## config.mk

```make
export PLATFORM = sky130hd
export DESIGN_NAME = clk_div_prog_flat
export DESIGN_NICKNAME = d
export VERILOG_FILES = /design/src/rtl/clk_div_pkg.sv /design/src/rtl/clk_div_prog_if.sv /design/src/rtl/clk_div_ch.sv /design/src/rtl/clk_div_prog.sv /design/src/flat_wrapper.sv
export SDC_FILE = /design/constraint.sdc
export NUM_CORES = 2
export LEC_CHECK = 0
export ABC_AREA = 1
export BUFFER_PORTS_ARGS = -buffer_cell sky130_fd_sc_hd__buf_2
export CAP_MARGIN = 20
export CORE_MARGIN = 4
export CORE_UTILIZATION = 50
export CTS_CLUSTER_DIAMETER = 60
export DETAILED_ROUTE_END_ITERATION = 8
export PLACE_DENSITY = 0.77
export SETUP_SLACK_MARGIN = 0.4
export SKIP_LAST_GASP = 1
export SYNTH_ARGS = -nofsm -noshare
export SYNTH_HDL_FRONTEND = slang
export SYNTH_SLANG_ARGS = --single-unit
```

## constraint.sdc

```tcl
create_clock -name clk_in -period 22.4 [get_ports clk_in]
set_input_delay 0 -clock clk_in [delete_from_list [all_inputs] [get_ports clk_in]]
set_output_delay 0 -clock clk_in [all_outputs]
set_load 0.05 [all_outputs]
```

## src/rtl/clk_div_pkg.sv

```systemverilog
// Shared types, reset defaults and config clamping for the programmable clock divider.
package clk_div_pkg;

  localparam int CNT_W_DEF    = 28;
  localparam int DEF_DIV_VAL  = 25;
  localparam int DEF_HIGH_VAL = 12;

  typedef struct packed {
    logic [CNT_W_DEF-1:0] div;
    logic [CNT_W_DEF-1:0] high;
  } ch_cfg_t;

  // A period below 2 cannot toggle; a high time beyond the period saturates to always-high.
  function automatic ch_cfg_t clamp_cfg(input logic [CNT_W_DEF-1:0] div,
                                        input logic [CNT_W_DEF-1:0] high);
    ch_cfg_t c;
    c.div  = (div < CNT_W_DEF'(2)) ? CNT_W_DEF'(2) : div;
    c.high = (high > c.div) ? c.div : high;
    return c;
  endfunction

endpackage

```

## src/rtl/clk_div_prog_if.sv

```systemverilog
// Configuration write port (valid/ready) of the programmable clock divider.
interface clk_div_prog_if #(
  parameter int CH_W  = 2,
  parameter int CNT_W = 28
);
  logic             cfg_valid;
  logic             cfg_ready;
  logic [CH_W-1:0]  cfg_ch;
  logic [CNT_W-1:0] cfg_div;
  logic [CNT_W-1:0] cfg_high;

  modport master (output cfg_valid, output cfg_ch, output cfg_div, output cfg_high,
                  input cfg_ready);
  modport slave  (input cfg_valid, input cfg_ch, input cfg_div, input cfg_high,
                  output cfg_ready);
endinterface

```

## src/rtl/clk_div_ch.sv

```systemverilog
// One divider channel: period counter, active/shadow config and registered PWM/tick outputs.
module clk_div_ch
  import clk_div_pkg::*;
#(
  parameter int DEF_DIV  = DEF_DIV_VAL,
  parameter int DEF_HIGH = DEF_HIGH_VAL
) (
  input  logic    clk_in,
  input  logic    rst,
  input  logic    en,
  input  logic    sync,
  input  logic    wr_en,
  input  ch_cfg_t wr_cfg,
  output logic    pending,
  output logic    clk_out,
  output logic    tick
);

  localparam ch_cfg_t DEF_CFG = '{div: CNT_W_DEF'(DEF_DIV), high: CNT_W_DEF'(DEF_HIGH)};

  logic [CNT_W_DEF-1:0] cnt_r;
  ch_cfg_t              act_r;
  ch_cfg_t              shadow_r;
  logic                 pending_r;
  logic                 clk_out_r;
  logic                 tick_r;
  logic                 wrap_s;
  logic                 apply_s;

  assign wrap_s  = en && (cnt_r == (act_r.div - CNT_W_DEF'(1)));
  assign apply_s = wrap_s || sync;

  // A write landing on the apply edge stays pending: the apply takes the shadow as it was.
  always_ff @(posedge clk_in or posedge rst) begin
    if (rst) begin
      cnt_r     <= CNT_W_DEF'(0);
      act_r     <= DEF_CFG;
      shadow_r  <= DEF_CFG;
      pending_r <= 1'b0;
      clk_out_r <= 1'b0;
      tick_r    <= 1'b0;
    end else begin
      if (en) begin
        clk_out_r <= (cnt_r < act_r.high);
      end
      tick_r <= en && (cnt_r == CNT_W_DEF'(0));
      if (apply_s) begin
        cnt_r <= CNT_W_DEF'(0);
        act_r <= shadow_r;
      end else if (en) begin
        cnt_r <= cnt_r + CNT_W_DEF'(1);
      end
      if (wr_en) begin
        shadow_r  <= wr_cfg;
        pending_r <= 1'b1;
      end else if (apply_s) begin
        pending_r <= 1'b0;
      end
    end
  end

  assign pending = pending_r;
  assign clk_out = clk_out_r;
  assign tick    = tick_r;

endmodule

```

## src/rtl/clk_div_prog.sv

```systemverilog
// Multi-channel runtime-programmable clock divider; configs apply only at period boundaries.
module clk_div_prog
  import clk_div_pkg::*;
#(
  parameter int NUM_CH   = 4,
  parameter int CNT_W    = CNT_W_DEF,
  parameter int DEF_DIV  = DEF_DIV_VAL,
  parameter int DEF_HIGH = DEF_HIGH_VAL
) (
  input  logic              clk_in,
  input  logic              rst,
  input  logic              en,
  input  logic              sync,
  clk_div_prog_if.slave     cfg,
  output logic [NUM_CH-1:0] clk_out,
  output logic [NUM_CH-1:0] tick
);

  logic [NUM_CH-1:0] pending_s;
  logic [NUM_CH-1:0] wr_en_s;
  logic              ready_s;
  ch_cfg_t           wr_cfg_s;

  assign wr_cfg_s = clamp_cfg(cfg.cfg_div, cfg.cfg_high);

  // Out-of-range channel numbers read as ready and match no channel, so the write is dropped.
  always_comb begin
    ready_s = 1'b1;
    wr_en_s = {NUM_CH{1'b0}};
    for (int i = 0; i < NUM_CH; i++) begin
      ready_s = (int'(cfg.cfg_ch) == i) ? !pending_s[i] : ready_s;
    end
    for (int i = 0; i < NUM_CH; i++) begin
      wr_en_s[i] = cfg.cfg_valid && ready_s && (int'(cfg.cfg_ch) == i);
    end
  end

  assign cfg.cfg_ready = ready_s;

  for (genvar g = 0; g < NUM_CH; g++) begin : g_ch
    clk_div_ch #(
      .DEF_DIV  (DEF_DIV),
      .DEF_HIGH (DEF_HIGH)
    ) u_ch (
      .clk_in  (clk_in),
      .rst     (rst),
      .en      (en),
      .sync    (sync),
      .wr_en   (wr_en_s[g]),
      .wr_cfg  (wr_cfg_s),
      .pending (pending_s[g]),
      .clk_out (clk_out[g]),
      .tick    (tick[g])
    );
  end

endmodule

```

## src/flat_wrapper.sv

```systemverilog
// flat-port wrapper written by rule: the top's interface ports become plain ports
module clk_div_prog_flat import clk_div_pkg::*;
#(
  parameter int NUM_CH   = 4,
  parameter int CNT_W    = CNT_W_DEF,
  parameter int DEF_DIV  = DEF_DIV_VAL,
  parameter int DEF_HIGH = DEF_HIGH_VAL
)
  (clk_in, rst, en, sync, clk_out, tick, cfg_cfg_valid, cfg_cfg_ch, cfg_cfg_div, cfg_cfg_high, cfg_cfg_ready);
  clk_div_prog_if #(.CH_W((2)), .CNT_W(CNT_W)) cfg_i ();
  input  logic clk_in;
  input  logic rst;
  input  logic en;
  input  logic sync;
  output logic [NUM_CH-1:0] clk_out;
  output logic [NUM_CH-1:0] tick;
  input wire logic [$bits(cfg_i.cfg_valid)-1:0] cfg_cfg_valid;
  input wire logic [$bits(cfg_i.cfg_ch)-1:0] cfg_cfg_ch;
  input wire logic [$bits(cfg_i.cfg_div)-1:0] cfg_cfg_div;
  input wire logic [$bits(cfg_i.cfg_high)-1:0] cfg_cfg_high;
  output wire logic [$bits(cfg_i.cfg_ready)-1:0] cfg_cfg_ready;
  assign cfg_i.cfg_valid = cfg_cfg_valid;
  assign cfg_i.cfg_ch = cfg_cfg_ch;
  assign cfg_i.cfg_div = cfg_cfg_div;
  assign cfg_i.cfg_high = cfg_cfg_high;
  assign cfg_cfg_ready = cfg_i.cfg_ready;
  clk_div_prog #(.NUM_CH(NUM_CH), .CNT_W(CNT_W), .DEF_DIV(DEF_DIV), .DEF_HIGH(DEF_HIGH)) u_core (.clk_in(clk_in), .rst(rst), .en(en), .sync(sync), .cfg(cfg_i), .clk_out(clk_out), .tick(tick));
endmodule
```

==> impl_summary.log <==
[metrics] status: completed
[metrics] CP dominant cell by count: sky130_fd_sc_hd__nand2_1
[metrics] Non-Filler Instances: 5113
[metrics] detailed-route via count: 28317
[metrics] setup violators final: 0
[metrics] crit path launch type: input pin
[metrics] combinational family with the most area after synthesis: simple AND/OR/NAND/NOR gates
[metrics] total clock sinks: 572
[metrics] Worst Max-Slew Pin Slew: 1.09 ns
[metrics] Die Height: 260 um
[metrics] Crit path required time: 22.88 ns
[metrics] Hold Slack: 0.0723 ns
[metrics] sequence of cells on the critical path: dlygate4sd3_1 -> buf_2 -> nor4_1 -> nand4_1 -> dlygate4sd3_1 -> nor2_1 -> inv_1 -> nand2_1 -> inv_1 -> ha_1 -> inv_1 -> a21oi_1 -> o31ai_1 -> nand2_1 -> nand3_1 -> nand2_1 -> nand2_1 -> nand2_1 -> buf_4 -> o21ai_0 -> dlygate4sd3_1 -> o21ai_0
[metrics] post-route cell area: 35500 um^2
[metrics] largest net degree at the start of global routing: 129
[metrics] Routed Antenna Nets: 0
[metrics] maximum number of buffers from clock root to sink: 3
[metrics] initial antenna violation count: 13
[metrics] number of instances in the synthesized netlist: 4144
[metrics] site row count: 92
[metrics] aggregate routed wire length: 94800 um
[metrics] Max Slew Vio Count: 0
[metrics] fraction of layout instances using a drive strength above 1: 7.04%
[metrics] static leakage: 17.9 nW
[metrics] Chip Width: 260 um
[metrics] number of detailed-routing iterations run before antenna repair: 6
[metrics] dpl cell area: 32700 um^2
[metrics] most frequent standard cell in the layout excluding fill and tap cells: sky130_fd_sc_hd__nand2_1
[metrics] starting density of the core: 50.5%
[metrics] most frequent cells in the layout: 1264 x sky130_fd_sc_hd__nand2_1, 532 x sky130_fd_sc_hd__dfrtp_1, 414 x sky130_fd_sc_hd__nor2_1
[metrics] XOR/XNOR Fraction of Synth Area: 5.09%
[metrics] GRT Resource Usage Total: 27.8%
[metrics] # Max-Cap Violations: 0
[metrics] depth of the CTS H-tree: 2
[metrics] port bufs: 71
[metrics] mapped cell area: 31800 um^2
[metrics] worst setup path class: input pin to flip-flop
[metrics] Vias per Instance: 5.54
[metrics] maximum achievable frequency: 190 MHz
[metrics] peak ir drop on the vdd network: 0.000106 V
[metrics] cell type of the slowest stage on the worst timing path: sky130_fd_sc_hd__nor4_1
[metrics] area fraction in compound gates after synthesis: 6.93%
[metrics] peak per-stage delay on the critical path: 0.81 ns
[metrics] Syn Nets: 4355
[metrics] crit-path max FO: 40
[metrics] Worst-Skew Late Latency: 0.65 ns
[metrics] number of global-route vias before repair: 27208
[metrics] flip-flop and latch count after synthesis: 572
[metrics] number of buffers inserted during clock tree synthesis: 60
[metrics] last weighted congestion value of the routability-driven placer: 0.979
[metrics] WL per Instance: 18.5 um
[metrics] total grt overflow: 0
[metrics] Cells after DPL: 4926
[metrics] area of the core: 63100 um^2
[metrics] number of violations reported at the end of detailed-routing iteration 0: 2844
[metrics] TritonCTS clock tree: done
[metrics] Warnings, synthesis: 0
[metrics] multiplexer area fraction after synthesis: 0%
[metrics] number of distinct standard cells referenced by the synthesized netlist: 46
[metrics] Fin. Hold Viols: 0
[metrics] I/O pin total: 72
[metrics] largest clock skew in the final design: 0.0263 ns
[metrics] clock period minus final worst setup slack: 5.27 ns
[metrics] fraction of the mapped netlist area in adder cells: 5.82%
[metrics] power density over the cells: 87.8 nW/um^2
[metrics] CTS resizes: 0
[metrics] DRC violation count after routing: 0
[metrics] Rel. slew slack: 27.2%
[metrics] sum of net half-perimeters after detailed placement: 65300 um
[metrics] unrepaired setup endpoints after global routing: no
[metrics] Total Die Area: 67800 um^2
[metrics] register area share after synthesis: 45.1%
[metrics] Avg Cell Area, Syn: 7.68 um^2
[metrics] simple-gate area share of the yosys netlist: 29.7%
[metrics] global-route wire length before repair: 150000 um
[metrics] arrival time of the worst setup path: 5.75 ns
[metrics] crit end category: flip-flop
[metrics] clk slew on worst S/H paths: 0.06 ns
[metrics] Clk Tree Root Cell: sky130_fd_sc_hd__clkbuf_16
[metrics] Final #Nets: 4420
[metrics] sum of negative setup slack: 0 ns
[metrics] Period Utilization, post-route: 23.5%
[metrics] HP Class: input pin to flip-flop
[metrics] Area growth, synth to finish: 11.5%
## cell usage after synthesis (all sizes together)
cell,instances,area share (%)
o21bai,7,0.17
xnor3,2,0.14
a21oi,80,1.3
inv,397,4.7
and3,2,0.039
nand3,384,6.1
ha,148,5.8
o22ai,7,0.14
clkinv,3,0.035
nand4,66,1.3
o221ai,7,0.19
or2,7,0.14
a221oi,2,0.055
dfstp,40,3.3
o21a,4,0.094
o31ai,2,0.047
o2bb2ai,1,0.028
a21o,3,0.071
a211oi,10,0.24
a21boi,1,0.024
nand2,1272,15
buf,86,1.7
nor4,25,0.49
o211ai,7,0.17
nor2,432,5.3
clkbuf,84,0.99
nor3b,1,0.024
and2,4,0.079
dfrtp,532,42
nor3,44,0.72
xnor2,51,1.4
xor2,129,3.5
nand3b,21,0.50
o21ai,283,4.5
## repair_timing
item	CTS	global route
setup buffers	0	0
endpoints found under the setup margin	0	0
hold buffers	64	0
hold endpoints to repair	386	0
## per-layer routing
| metal | vias up | GRT usage [%] | wire length, um |
|---|---|---|---|
| met5 | - | 0 | 48 |
| met4 | 8 | 9.44 | 3610 |
| met2 | 1114 | 44.4 | 43200 |
| met1 | 13542 | 37.4 | 39900 |
| li1 | 13424 | - | - |
| met3 | 229 | 6.58 | 8080 |
## final timing paths
check	from	endpoint	slack [ns]	depth (start not counted)
setup / recovery	cfg_cfg_div[7]	u_core.g_ch[2].u_ch.shadow_r[8]	17.13	22
hold / removal	cfg_cfg_div[12]	u_core.g_ch[1].u_ch.shadow_r[40]	0.07	3
setup reg to reg	u_core.g_ch[2].u_ch.act_r[33]	u_core.g_ch[2].u_ch.act_r[5]	18.45	14
hold reg to reg	u_core.g_ch[0].u_ch.shadow_r[48]	u_core.g_ch[0].u_ch.act_r[48]	0.47	2
max in group asynchronous	rst	u_core.g_ch[3].u_ch.act_r[2]	20.14	6
min in group asynchronous	rst	u_core.g_ch[2].u_ch.shadow_r[55]	0.12	3
## registers in the layout (all words and copies together) (netlist names)
name                       count
u_core.g_ch.u_ch.cnt_r       112
u_core.g_ch.u_ch.pending       4
u_core.g_ch.u_ch.tick          4
u_core.g_ch.u_ch.act_r       224
u_core.g_ch.u_ch.clk_out       4
u_core.g_ch.u_ch.shadow_r    224
## worst max-delay path, delay by kind of cell
| family | cells | cell delay (ns) |
|---|---|---|
| AO/OA/AOI/OAI | 4 | 0.86 |
| adder cells (fa/ha/maj) | 1 | 0.18 |
| AND/OR/NAND/NOR | 9 | 1.99 |
| buffers and inverters | 8 | 2.71 |
## final cells by class
type	count	area, um^2
Fill cell	5778	27600
Multi-Input combinational cell	3002	15200
Sequential cell	572	14400
Clock buffer	89	1750
Inverter	400	1510
Timing Repair Buffer	173	1350
Tap cell	846	1060
Clock inverter	24	303
Antenna cell	7	17.5
## report_power, final
group	total (mW)	leakage [nW]	internal (mW)	switching [mW]
combinational	0.667	9.67	0.239	0.428
clock	1.05	1.01	0.611	0.437
sequential	1.40	7.26	1.23	0.175
## per-stage QoR
stage	utilization, %	setup WS [ns]	power (mW)
after floorplan	-	6.47	1.83
after global placement	51.9	18.49	2.03
after detailed placement	51.9	18.45	2.05
after CTS	56.2	17.49	3.11
after global routing	56.3	17.03	3.28
final	56.3	17.13	3.12
## kinds of logic (layout without fill, tap and decap cells)
logic type	after synthesis	count (layout)
XOR/XNOR	182	182
AND/OR/NAND/NOR	2258	2258
AO/OA/AOI/OAI	414	414
other	0	7
adder cells (fa/ha/maj)	148	148
flip-flops	572	572
buffers and inverters	570	686
Power figures use the tool's default switching activity.
